<file path="src/rtl/cpu_stage_sequencer.sv">
// Cycle-level step sequencer for the E0C6S46-compatible core: RUN instruction steps,
// interrupt entry and HALT sleep/wake, with step strobes decoded for the datapath.
module cpu_stage_sequencer #(
    parameter logic [3:0] IRQ_CYCLES      = 4'd12,
    parameter logic [3:0] IRQ_WAKE_CYCLES = 4'd13
) (
    input  logic       clk,
    input  logic       reset_n,
    input  logic       clk_en,
    input  logic       instr_long,
    input  logic       halt_req,
    input  logic       ei_exec,
    input  logic       irq_pending,
    input  logic       irq_enable,
    output logic [1:0] state,
    output logic [3:0] step,
    output logic       fetch_en,
    output logic       decode_en,
    output logic       final_stage,
    output logic       instr_done,
    output logic       irq_ack,
    output logic [3:0] cycle_len
);

    typedef enum logic [1:0] {
        ST_RUN  = 2'd0,
        ST_IRQ  = 2'd1,
        ST_HALT = 2'd2
    } seq_state_t;

    localparam logic [3:0] SHORT_LEN = 4'd5;
    localparam logic [3:0] LONG_LEN  = 4'd7;

    seq_state_t state_r, state_s;
    logic [3:0] step_r, step_s;
    logic [3:0] len_r, len_s;
    logic       last_s;
    logic       take_irq_s;
    logic       ei_block_s;

    assign last_s = (step_r == (len_r - 4'd1));
    // An EI committing in this final stage holds off interrupt entry by one instruction.
    assign ei_block_s = ei_exec;
    assign take_irq_s = irq_pending & irq_enable & ~ei_block_s;

    // State, step and sequence-length registers; frozen while clk_en is low.
    always_ff @(posedge clk) begin
        if (!reset_n) begin
            state_r <= ST_RUN;
            step_r  <= 4'd0;
            len_r   <= SHORT_LEN;
        end else if (clk_en) begin
            state_r <= state_s;
            step_r  <= step_s;
            len_r   <= len_s;
        end else begin
            state_r <= state_r;
            step_r  <= step_r;
            len_r   <= len_r;
        end
    end

    // Next-state, next-step and next-length decision for one enabled cycle.
    always_comb begin
        state_s = state_r;
        step_s  = step_r;
        len_s   = len_r;
        case (state_r)
            ST_RUN: begin
                if (last_s) begin
                    step_s = 4'd0;
                    if (halt_req) begin
                        state_s = ST_HALT;
                        len_s   = SHORT_LEN;
                    end else if (take_irq_s) begin
                        state_s = ST_IRQ;
                        len_s   = IRQ_CYCLES;
                    end else begin
                        state_s = ST_RUN;
                        len_s   = SHORT_LEN;
                    end
                end else begin
                    step_s = step_r + 4'd1;
                    if (step_r == 4'd1) begin
                        len_s = instr_long ? LONG_LEN : SHORT_LEN;
                    end else begin
                        len_s = len_r;
                    end
                end
            end
            ST_IRQ: begin
                if (last_s) begin
                    state_s = ST_RUN;
                    step_s  = 4'd0;
                    len_s   = SHORT_LEN;
                end else begin
                    step_s = step_r + 4'd1;
                end
            end
            ST_HALT: begin
                step_s = 4'd0;
                // Wake on any pending flag; the I flag only selects IRQ entry versus plain resume.
                if (irq_pending) begin
                    if (irq_enable) begin
                        state_s = ST_IRQ;
                        len_s   = IRQ_WAKE_CYCLES;
                    end else begin
                        state_s = ST_RUN;
                        len_s   = SHORT_LEN;
                    end
                end else begin
                    state_s = ST_HALT;
                end
            end
            default: begin
                state_s = ST_RUN;
                step_s  = 4'd0;
                len_s   = SHORT_LEN;
            end
        endcase
    end

    assign state       = state_r;
    assign step        = step_r;
    assign cycle_len   = len_r;
    assign fetch_en    = (state_r == ST_RUN) && (step_r == 4'd0);
    assign decode_en   = (state_r == ST_RUN) && (step_r == 4'd1);
    assign final_stage = (state_r == ST_RUN) && last_s;
    assign instr_done  = clk_en && last_s && ((state_r == ST_RUN) || (state_r == ST_IRQ));
    assign irq_ack     = (state_r == ST_IRQ) && (step_r == 4'd0);

endmodule

</file>
<file path="config.mk">
export PLATFORM = sky130hd
export DESIGN_NAME = cpu_stage_sequencer
export DESIGN_NICKNAME = d
export VERILOG_FILES = /design/src/rtl/cpu_stage_sequencer.sv
export SDC_FILE = /design/constraint.sdc
export NUM_CORES = 1
export LEC_CHECK = 0
export BUFFER_PORTS_ARGS = -buffer_cell sky130_fd_sc_hd__buf_2
export CORE_AREA = 2 2 39 41
export CTS_CLUSTER_SIZE = 20
export DETAILED_ROUTE_END_ITERATION = 10
export DIE_AREA = 0 0 41 43
export PLACE_DENSITY = 0.8
export SYNTH_ARGS = -nofsm -noshare
export SYNTH_HDL_FRONTEND = slang
export SYNTH_SLANG_ARGS = --single-unit
</file>
<file path="constraint.sdc">
create_clock -name clk -period 2.24 [get_ports clk]
set_clock_uncertainty 0.15 [all_clocks]
set_input_delay 0.224 -clock clk [delete_from_list [all_inputs] [get_ports clk]]
set_output_delay 0.224 -clock clk [all_outputs]
set_load 0.01 [all_outputs]
</file>
* After elaboration in Yosys (flattened, before gate mapping)
Index checks and enable logic that the tools add are counted. Widths: inputs -> output; s select.
Storage, ports and cells: flip-flop bits (word level) 10, output and inout port bits 15, word-level logic and storage cells 46
Operators by class: add/sub/neg operators 2, equal/unequal tests 8, multiplexer cells 18, bitwise operators 3, reductions and logical operators 12
Operator list (number):
- $mux 4 | 9
- $pmux 4 s3 | 1
- $mux 2 | 5
- $logic_and 1x1->1 | 6
- $ne 2x2->1 const B | 3
- $pmux 2 s3 | 1
- $add 4x1->4 const B | 1
- $eq 4x1->1 const B | 1
- $eq 4x4->1 | 1
- $logic_not 4->1 | 1
- $reduce_and 4->1 | 1
- $sub 4x1->4 const B | 1
- $ne 3x3->1 const B | 1
- $reduce_and 3->1 | 1
- $and 1x1->1 | 2
- $eq 2x1->1 const B | 1
- $eq 2x2->1 const B | 1
- $logic_not 2->1 | 1
- $mux 1 | 2
- $reduce_or 2->1 | 1
- $logic_or 1x1->1 | 1
- $not 1->1 | 1

* Depth between registers and ports, before layout
depth in word-level cells 6, depth in mapped cells 6, mapped depth without buffers 6

* Worst setup path before layout
Ideal clock, no wire load.
path kind register -> output, from register len_r[0] (netlist: cycle_len[0]), to output port final_stage, data arrival time 1579 ps, required time 1866 ps, setup slack 287 ps, cell stages (with the launch flop) 7, buffers on the path 0, path through dfxtp_1 -> inv_1 -> ha_1 -> xor2_1 -> and4_4 -> and2b_4 -> nor2b_1
On the way: word-level cells in the longest chain between the ends 3
Ends and longest elaborated chain:
- start, declared | line 36 | logic [3:0] len_r, len_s;
- start signal, assigned | line 55 | len_r <= len_s;
- start signal, assigned | line 59 | len_r <= len_r;
- $sub 4x1->4 | line 41 | assign last_s = (step_r == (len_r - 4'd1));
- $eq 4x4->1 | line 41
- $logic_and 1x1->1 | line 128 | assign final_stage = (state_r == ST_RUN) && last_s;
- end, declared | line 19 | output logic final_stage,
No other way between the ends.

* Worst setup path after layout
Ends and elaborated chain as after synthesis.

==> impl_metrics.ini <==
[synth]
synth_fa_ha_area_share_pct = 8.40
synth_cell_types = 33
synthArstFlopShare_pct = 0
synthCells = 67
synthesis.nets = 79
synth_top_family_by_area = simple AND/OR/NAND/NOR gates
synth_area_sq_um = 596
synth-edff-count = 0
synth.area.top_cells = dfxtp_1 (30%), ha_1 (8.4%), inv_1 (4.4%), xor2_1 (4.4%), nor2_1 (3.8%)
synthDominantCellAreaShare_pct = 30.3
yosysWarnings = 0
ys_seq_area_share_pct = 30.3
synth_common_cells = dfxtp_1 (9), inv_1 (7), nor2_1 (6)
synthXorXnorAreaFrac_pct = 5.88
synth_area_leader_cell = dfxtp_1
muxShareOfSynthArea_pct = 1.89
yosys.area_share.simple_pct = 27.9
ys_ff_latch = 9
synth_compound_area_share_pct = 19.3
synth.avg_cell_area_sq_um = 8.89
synth_ff_type = dfxtp_1
yosysMostFrequentCell = dfxtp_1

[critical_path]
r2r_setup_slack_ns = 0.39
critPathMaxFanout = 4
required_ns = 1.87
end_kind = primary output
arrival_ns = 1.79
timing.rr.start = cycle_len[0]
setup.worst_path.start_class = flip-flop
worst_r2r_path_depth = 7
worst-setup-path-type = flip-flop to primary output
worstReg2RegEnd = step[3]

[die]
core_sq_mm = 0.00138
dieWidth_um = 41
rows = 14
ios = 23
dieArea_sq_mm = 0.00176
start_util_pct = 43.0
die_h_um = 43

[timing]
slew_violations = 0
setup_violations = 0
fin_crit_sh_pct = 96.6
min_period_ns = 2.16
fin_ws_ns = 0.0759
fmax_mhz = 462
finalHoldViolations = 0

[grt]
grt_pass1_wl_um = 2200
grt_use_total_pct = 18.4
grt_pass1_vias = 537
grt_max_degree = 11
gr-total-overflow = 0
antenna_found_initial = 0

[hold_path]
worstHoldStart = ei_exec
hp-class = input pin to flip-flop
hold_depth = 3
min_delay_worst_endpoint = cycle_len[0]

[clock_network]
ctsRootBufferMaster = clkbuf_4
clk_latency_ns = 0.26
clock_sinks = 9
clockBufferDepth = 2
htree_levels = 1
hold_buffers = 0
path_clk_slew_ns = 0.06
numCtsBuffers = 3
cts_tree = built

[layout]
final_util_pct = 57.3
fin_nets = 108
final_cells = 111
design_area_sq_um = 793
drive_gt1_share_pct = 40.0
n_antenna_cell = 0
syn_to_final_growth_pct = 33.2

[detailed_routing]
drc = 0
vias = 590
dr.pass1.iters = 4
viasPerCell = 5.32
antenna_left = 0
drt-total-wl_um = 1490
routedWlPerCell_um = 13.4
drt_iter0_markers = 9

[place]
dp_slack_ns = 0.229
placed_area_sq_um = 713
placed_cells = 103
port_buffers = 21
gp_congestion = 0.719

[job]
maxCapViolations = 0

[power]
p_leak_nw = 0.392
p_per_area_mw_per_mm2 = 481
irDropWorstVdd_mv = 0.198

[run_status]
status = completed
[cell families (layout without fill, tap and decap cells)]
| kind of cell | after synthesis | after routing |
|---|---|---|
| simple gates | 26 | 26 |
| compound gates | 14 | 14 |
| flops | 9 | 9 |
| buf+inv | 8 | 36 |
| fa+ha+maj | 4 | 4 |
| xor+xnor | 4 | 4 |
| other cells | 1 | 1 |
| mux | 1 | 1 |
[critical path, cell delays in order, from the launching register on]
cell     delay (ns)
dfxtp_4        0.35
inv_1          0.10
ha_4           0.13
xor2_1         0.24
and4_4         0.29
and2b_4        0.16
nor2b_1        0.12
buf_2          0.14
[timing repair]
item                       4_1_cts  5_1_grt
resized for setup                1        3
setup endpoints to repair        2        2
setup buffers                    1        3
pin swaps                        0        1
[metrics by stage]
stage	TNS, ns	power (W)	hold slack (ns)
2_1_floorplan	0	0.000225	0.215
3_3_place_gp	0	0.000249	0.317
3_5_place_dp	0	0.000253	0.314
4_1_cts	0	0.000381	0.101
5_1_grt	-0.0173	0.000403	0.114
6_report	0	0.000382	0.111
[layout make-up]
type,instances,area (sq um)
Inverter,7,26.3
Multi-Input combinational cell,50,402
Timing Repair Buffer,25,135
Tap cell,16,20.0
Fill cell,131,591
Sequential cell,9,184
Clock buffer,4,26.3
[placed cells by master, fill, tap and decap left out, types with 2 or more instances in the layout]
cell type and instances:
a22o_1 2, nand2b_1 2, xor2_1 2, nor2b_1 2, nor2_1 6, o21ai_0 4
buf_2 21, nand3b_1 2, dfxtp_1 8, nand3_1 2, clkbuf_4 3, buf_4 4
a21oi_1 2, nand2_1 2, ha_1 3, inv_1 7
[how the worst max path moves through the flow]
stage               slack (ns)  depth (start not counted)         start           to
global placement          0.27                          7  cycle_len[0]  final_stage
floorplan                 0.29                          6  cycle_len[0]  final_stage
CTS                       0.04                          7  cycle_len[0]  final_stage
global route             -0.02                          7  cycle_len[0]  final_stage
finish                    0.08                          7  cycle_len[0]  final_stage
detailed placement        0.23                          7  cycle_len[0]  final_stage
[sequential cells by signal (all words and copies together), names as in the netlist]
register / cells
step: 4
state: 2
cycle_len: 3
[layer usage]
layer,wire length [um],GRT usage (%),vias up
li1,-,-,293
met1,640,19.0,276
met2,752,31.3,16
met3,69,5.76,5
met4,27,8.67,0
met5,0,0,-
[where the power goes]
group	internal, W	leakage (nW)	switching (W)
clock network	0.0000686	0.0150	0.0000566
logic	0.0000400	0.304	0.0000428
registers	0.000164	0.0729	0.00000942
total	0.000273	0.392	0.000109
Power figures use the tool's default switching activity.
